**src/rtl/instr_fetch_if.sv**
```systemverilog
// Instruction-memory read port and decoder hand-off bundle for instr_fetch.
interface instr_fetch_if #(
    parameter int unsigned ADDR_W  = 8,
    parameter int unsigned INSTR_W = 8
);
    logic               mem_req;
    logic [ADDR_W-1:0]  mem_addr;
    logic [INSTR_W-1:0] mem_rdata;
    logic               mem_valid;
    logic [INSTR_W-1:0] instr;
    logic               instr_valid;
    logic               instr_ready;

    // Fetch unit side: issues reads, presents instructions.
    modport master (
        output mem_req, mem_addr, instr, instr_valid,
        input  mem_rdata, mem_valid, instr_ready
    );

    // Memory plus decoder side.
    modport slave (
        input  mem_req, mem_addr, instr, instr_valid,
        output mem_rdata, mem_valid, instr_ready
    );
endinterface

```
**src/rtl/instr_fetch.sv**
```systemverilog
// Instruction fetch: reads memory at the PC, holds the word for the decoder,
// pulses PCI once per captured word, and drops work in flight on flush.
module instr_fetch #(
    parameter int unsigned ADDR_W  = 8,
    parameter int unsigned INSTR_W = 8,
    parameter int unsigned CNT_W   = 16
) (
    input  logic              clk,
    input  logic              RST,
    input  logic [ADDR_W-1:0] pc_addr,
    output logic              PCI,
    input  logic              flush,
    instr_fetch_if.master     bus,
    output logic [CNT_W-1:0]  fetch_cnt
);

    typedef enum logic [1:0] {
        FETCH = 2'd0,
        WAIT  = 2'd1,
        HOLD  = 2'd2,
        DROP  = 2'd3
    } state_t;

    state_t             state;
    state_t             state_nx;
    logic               req_c;
    logic               capture_c;
    logic               xfer_c;
    logic [ADDR_W-1:0]  addr_q;
    logic [INSTR_W-1:0] instr_q;
    logic [CNT_W-1:0]   cnt_q;

    // State register.
    always_ff @(posedge clk or posedge RST) begin
        if (RST) begin
            state <= FETCH;
        end else begin
            state <= state_nx;
        end
    end

    // Next state and per-cycle strobes; flush always takes priority over data.
    always_comb begin
        state_nx  = state;
        req_c     = 1'b0;
        capture_c = 1'b0;
        xfer_c    = 1'b0;
        case (state)
            FETCH: begin
                req_c    = 1'b1;
                state_nx = flush ? DROP : WAIT;
            end
            WAIT: begin
                if (bus.mem_valid) begin
                    if (!flush) begin
                        capture_c = 1'b1;
                        state_nx  = HOLD;
                    end else begin
                        state_nx  = FETCH;
                    end
                end else if (flush) begin
                    state_nx = DROP;
                end
            end
            HOLD: begin
                if (flush) begin
                    state_nx = FETCH;
                end else if (bus.instr_ready) begin
                    xfer_c   = 1'b1;
                    state_nx = FETCH;
                end
            end
            DROP: begin
                if (bus.mem_valid) begin
                    state_nx = FETCH;
                end
            end
            default: state_nx = FETCH;
        endcase
    end

    // Address, instruction and hand-off counter registers.
    always_ff @(posedge clk or posedge RST) begin
        if (RST) begin
            addr_q  <= '0;
            instr_q <= '0;
            cnt_q   <= '0;
        end else begin
            if (state == FETCH) begin
                addr_q <= pc_addr;
            end
            if (capture_c) begin
                instr_q <= bus.mem_rdata;
            end
            if (xfer_c) begin
                cnt_q <= cnt_q + CNT_W'(1);
            end
        end
    end

    // Reset masks the request since the reset state is FETCH.
    assign bus.mem_req     = req_c & ~RST;
    assign bus.mem_addr    = addr_q;
    assign bus.instr       = instr_q;
    assign bus.instr_valid = (state == HOLD) & ~flush;
    assign PCI             = capture_c;
    assign fetch_cnt       = cnt_q;

endmodule

```
**src/flat_wrapper.sv**
```systemverilog
// flat-port wrapper written by rule: the top's interface ports become plain ports
module instr_fetch_flat 
#(
    parameter int unsigned ADDR_W  = 8,
    parameter int unsigned INSTR_W = 8,
    parameter int unsigned CNT_W   = 16
)
  (clk, RST, pc_addr, PCI, flush, fetch_cnt, bus_mem_req, bus_mem_addr, bus_instr, bus_instr_valid, bus_mem_rdata, bus_mem_valid, bus_instr_ready);
  instr_fetch_if #(.ADDR_W(ADDR_W), .INSTR_W(INSTR_W)) bus_i ();
  input  logic clk;
  input  logic RST;
  input  logic [ADDR_W-1:0] pc_addr;
  output logic PCI;
  input  logic flush;
  output logic [CNT_W-1:0] fetch_cnt;
  output wire logic [$bits(bus_i.mem_req)-1:0] bus_mem_req;
  output wire logic [$bits(bus_i.mem_addr)-1:0] bus_mem_addr;
  output wire logic [$bits(bus_i.instr)-1:0] bus_instr;
  output wire logic [$bits(bus_i.instr_valid)-1:0] bus_instr_valid;
  input wire logic [$bits(bus_i.mem_rdata)-1:0] bus_mem_rdata;
  input wire logic [$bits(bus_i.mem_valid)-1:0] bus_mem_valid;
  input wire logic [$bits(bus_i.instr_ready)-1:0] bus_instr_ready;
  assign bus_mem_req = bus_i.mem_req;
  assign bus_mem_addr = bus_i.mem_addr;
  assign bus_instr = bus_i.instr;
  assign bus_instr_valid = bus_i.instr_valid;
  assign bus_i.mem_rdata = bus_mem_rdata;
  assign bus_i.mem_valid = bus_mem_valid;
  assign bus_i.instr_ready = bus_instr_ready;
  instr_fetch #(.ADDR_W(ADDR_W), .INSTR_W(INSTR_W), .CNT_W(CNT_W)) u_core (.clk(clk), .RST(RST), .pc_addr(pc_addr), .PCI(PCI), .flush(flush), .bus(bus_i), .fetch_cnt(fetch_cnt));
endmodule
```
**config.mk**
```make
export PLATFORM = sky130hd
export DESIGN_NAME = instr_fetch_flat
export DESIGN_NICKNAME = d
export VERILOG_FILES = /design/src/rtl/instr_fetch_if.sv /design/src/rtl/instr_fetch.sv /design/src/flat_wrapper.sv
export SDC_FILE = /design/constraint.sdc
export NUM_CORES = 1
export LEC_CHECK = 0
export CORE_MARGIN = 1
export CORE_UTILIZATION = 43
export DETAILED_ROUTE_END_ITERATION = 8
export GPL_ROUTABILITY_DRIVEN = 0
export PLACE_DENSITY = 0.81
export SETUP_SLACK_MARGIN = 0.02
export SYNTH_ARGS = -nofsm -noshare
export SYNTH_HDL_FRONTEND = slang
export SYNTH_SLANG_ARGS = --single-unit
export TNS_END_PERCENT = 5
```
**constraint.sdc**
```tcl
create_clock -name clk -period 2.2 [get_ports clk]
set_clock_uncertainty 0.15 [all_clocks]
set_input_delay 0.33 -clock clk [delete_from_list [all_inputs] [get_ports clk]]
set_output_delay 0.33 -clock clk [all_outputs]
set_load 0.01 [all_outputs]
```
# Word-level counts from Yosys, hierarchy flattened
# Cells that the tools add are included.
# word_totals
ff_bits	34
latchBits	0
ram_bits	0
mem_bits_ro	0
out_inout_bits	35
wordCells	32
mem_count	0
# classes
addsub	1
multipliers	0
div_mod_pow	0
order_cmp	0
n_eq_ne	6
shift	0
n_mux	15
bitwise_logic	4
n_reduce_logical	2
# op_table
operator	n
adder 16 x 1 -> 16 bit (second input constant)	1
two-way mux 2 bit	7
case mux 2 bit (4 select lines)	1
two-way mux 1 bit	7
inequality test 3 bit (second input constant)	2
equality test 2 bit (second input constant)	2
AND reduction 3 bit	1
bitwise AND 1 bit	2
equality test 2 x 1 -> 1 bit (second input constant)	1
zero test 2 bit	1
inequality test 2 bit (second input constant)	1
inverter 1 bit	2

# Logic depth before layout (Yosys ltp)
# Gate-level depths: netlist (run 1).
# depth
ltp_word	3
ltp_mapped	6

# Worst setup path after synthesis (run 1)
# Ideal clock, no wire load.
# synth_path
kind	register to register
startpoint	register u_core.state[0]
endpoint	register u_core.cnt_q[14] (netlist: u_core.fetch_cnt[14])
setup_time_ns	0.125
t_arrival_ns	1.476
required_ns	1.925
slack_ns	0.449
path_stages_with_launch	6
n_path_buf	1
synth_period_minus_slack_ns	1.751
path_cell_list	dfrtp_1 buf_6 or3b_4 nor4_4 nand3_1 xnor2_1
# synth_between
elab_chain_cells	2
# synth_rtl
item	line	source
start, declared	instr_fetch.sv:24	state_t state;
start signal, assigned	instr_fetch.sv:38	state <= state_nx;
equality test 2 bit	instr_fetch.sv:48	case (state)
two-way mux 1 bit	instr_fetch.sv:48	
end signal, assigned	instr_fetch.sv:96	cnt_q <= cnt_q + CNT_W'(1);
end, declared	instr_fetch.sv:31	logic [CNT_W-1:0] cnt_q;
# No other way between the ends.
# A chain may end at the register's enable or synchronous reset.

# Worst setup path after layout (run 1)
# layout_path
startpoint	input port flush
endpoint	output port bus_instr_valid
# layout_between
elab_chain_cells	2
# layout_rtl
item	line	source
start, declared	flat_wrapper.sv:14	input logic flush;
inverter 1 bit	instr_fetch.sv:105	assign bus.instr_valid = (state == HOLD) & ~flush;
bitwise AND 1 bit	instr_fetch.sv:105	
end, declared	flat_wrapper.sv:19	output wire logic [$bits(bus_i.instr_valid)-1:0] bus_instr_valid;
# No other way between the ends.

==> results of run 1 <==
## where the power goes
| part | switching, mW | leakage, nW | internal [mW] | total (mW) |
|---|---|---|---|---|
| Clock | 0.203 | 0.0353 | 0.155 | 0.358 |
| Combinational | 0.370 | 0.514 | 0.614 | 0.984 |
| Sequential | 0.130 | 0.431 | 0.827 | 0.957 |
| Total | 0.703 | 0.981 | 1.60 | 2.30 |
## area by class of cell
class                           instances  area, sq um  area share (%)
Clock buffer                            7         55.1            2.56
Clock inverter                          1         5.00           0.233
Inverter                                2         7.51           0.349
Multi-Input combinational cell         67          572            26.6
Sequential cell                        34          851            39.6
Tap cell                               44         55.1            2.56
Timing Repair Buffer                   62          603            28.1
## final timing paths
path	end	slack (ps)	from	depth (start not counted)
hold / removal	u_core.state[1]	290	RST	3
min in group clk	u_core.fetch_cnt[15]	330	u_core.fetch_cnt[15]	1
max in group asynchronous	u_core.bus.instr[4]	1310	RST	3
setup / recovery	bus_instr_valid	240	flush	4
hold reg to reg	u_core.fetch_cnt[15]	330	u_core.fetch_cnt[15]	1
setup reg to reg	u_core.fetch_cnt[12]	350	u_core.state[0]	5
## Yosys cell counts (all sizes together)
cell	instances
nand3	4
o22a	1
and3	4
nor2	3
o21ai	1
inv	2
mux2	18
or3b	1
ha	1
and4	1
nand4bb	1
nor3	4
buf	2
mux2i	2
dfrtp	34
xor2	7
nor4	1
xnor2	8
nand4	4
nand2	6
## worst max-delay path: stages
cell and delay, ps:
clkdlybuf4s50_1 430, or3b_4 380, inv_1 70, dlygate4sd2_1 270
## timing repair
item,4_1_cts,5_1_grt
gates resized for setup,2,1
setup buffers,0,0
endpoints found under the setup margin,2,1
## sequential cells by signal (all words and copies together), names as in the netlist
register,cells
u_core.bus.instr,8
u_core.bus.mem_addr,8
u_core.fetch_cnt,16
u_core.state,2
## stage by stage
step | instance area [sq um] | instances | setup slack (ps)
floorplan | 1450 | 105 | 449
global placement | 2090 | 209 | -25.0
detailed placement | 2090 | 209 | -31.5
CTS | 2150 | 217 | 23.3
global route | 2150 | 217 | 166
finish | 2150 | 217 | 240
## per-layer routing
layer	GRT usage (%)	up-vias	part of all wire, %
met5	0	-	0
met4	4.98	0	0.87
met3	9.31	4	7.7
met2	32.2	43	52
met1	20.2	542	40
li1	-	502	-
## cells by family (layout without fill, tap and decap cells)
group / Yosys count / in the layout / share of synthesized area, %
multiplexers: 20 / 20 / 15.4
buffers and inverters: 4 / 72 / 1.81
XOR/XNOR: 15 / 15 / 9.07
AND/OR/NAND/NOR: 29 / 29 / 13.2
adder cells (fa/ha/maj): 1 / 1 / 0.863
flip-flops: 34 / 34 / 58.7
AO/OA/AOI/OAI: 2 / 2 / 0.950
==> run metrics, run 1 <==
status=finished, final reports clean; most common cell after layout, fill and taps aside=clkdlybuf4s50_1; Yosys reg bits=34; Leakage=0.981 nW; synthesized area per cell=13.8 sq um; max-cap violation count=0; layout cells sized above 1=21.4%; Synth Net Count=between 100 and 150; Final nets=194; min cycle time layout=1960 ps; PwrDens=1070 mW/mm^2; crit start category=primary input; initial drt markers=21; Antenna Cells=0; fmax=roughly 0.51 GHz; Synth area leaders=dfrtp_1, mux2_2, xnor2_1; Critical Path Fanout Max=2; gr usage total=18.7%; clock latency on the worst-skew pair=340 ps; min-delay worst type=in2async; core footprint=0.00313 sq mm; CTS Buf Count=5; Max Buffers Root-to-Sink=2; port bufs=55; synthesis warning total=0; data required time of the critical path=1720 ps; row count=20; sequential area share after synthesis=58.7%; FILL cells=249; synth unique cells=22; DR DRC count=0; Tot Pwr=between 2 and 2.5 mW; antenna violations before repair=0; commonest non-fill, non-tap cells in the layout=clkdlybuf4s50_1, dfrtp_1, mux2_2; CTS tree=yes; Hold Violations, Final=0; Vias per Instance=5.03; RSZ-0062 raised after global routing=no; WL/cell=13.7 um; I/O pin count=56; Slew Limit Fails=0; vias in the first global route=1,087; Die Width=60.0 um; slew margin rel.=~56%; clock-pin slew on the worst setup and hold paths=100 ps; root buffer cell=clkbuf_4; Detail Placement HPWL=2310 um; peak supply drop=0.673 mV; Least-Margin Pin Slew=663 ps; Initial Util=46.3%; share of the synthesized area in the top cell type=58.7%; Hold Buf Count CTS=0; Post-Syn Instances=~110; die area=about 0.0036 sq mm; DIE HEIGHT=60.0 um; final setup violation count=0; period utilisation layout=between 80% and 90%; crit path kind=in2out; routed wire length=2980 um; post-synth top area cell=dfrtp_1; minimum hold slack=287 ps; H-tree depth=2; first-pass GRT wire length=4710 um; setup TNS=0 ps; Detailed Routing Iterations Pass 1=4; synthesized cell area=0.00145 sq mm; Vias=roughly 1,100; nature of the critical path endpoint=output pin; clk sinks=34; GRT Residual Overflow=0; post-layout util=68.7%; Area growth syn-to-layout=48.3%; largest net degree at the start of global routing=35; Final ANT Viol Nets=0; WP data arrival=1480 ps
Power figures use the tool's default switching activity.
==> inputs of run 2 (changes only) <==
SETUP_SLACK_MARGIN = unset   (was 0.02)
SLEW_MARGIN = 20   (was unset)
==> results of run 2 <==
Same layout as run 1: the final DEF is identical, and so are final timing and power.
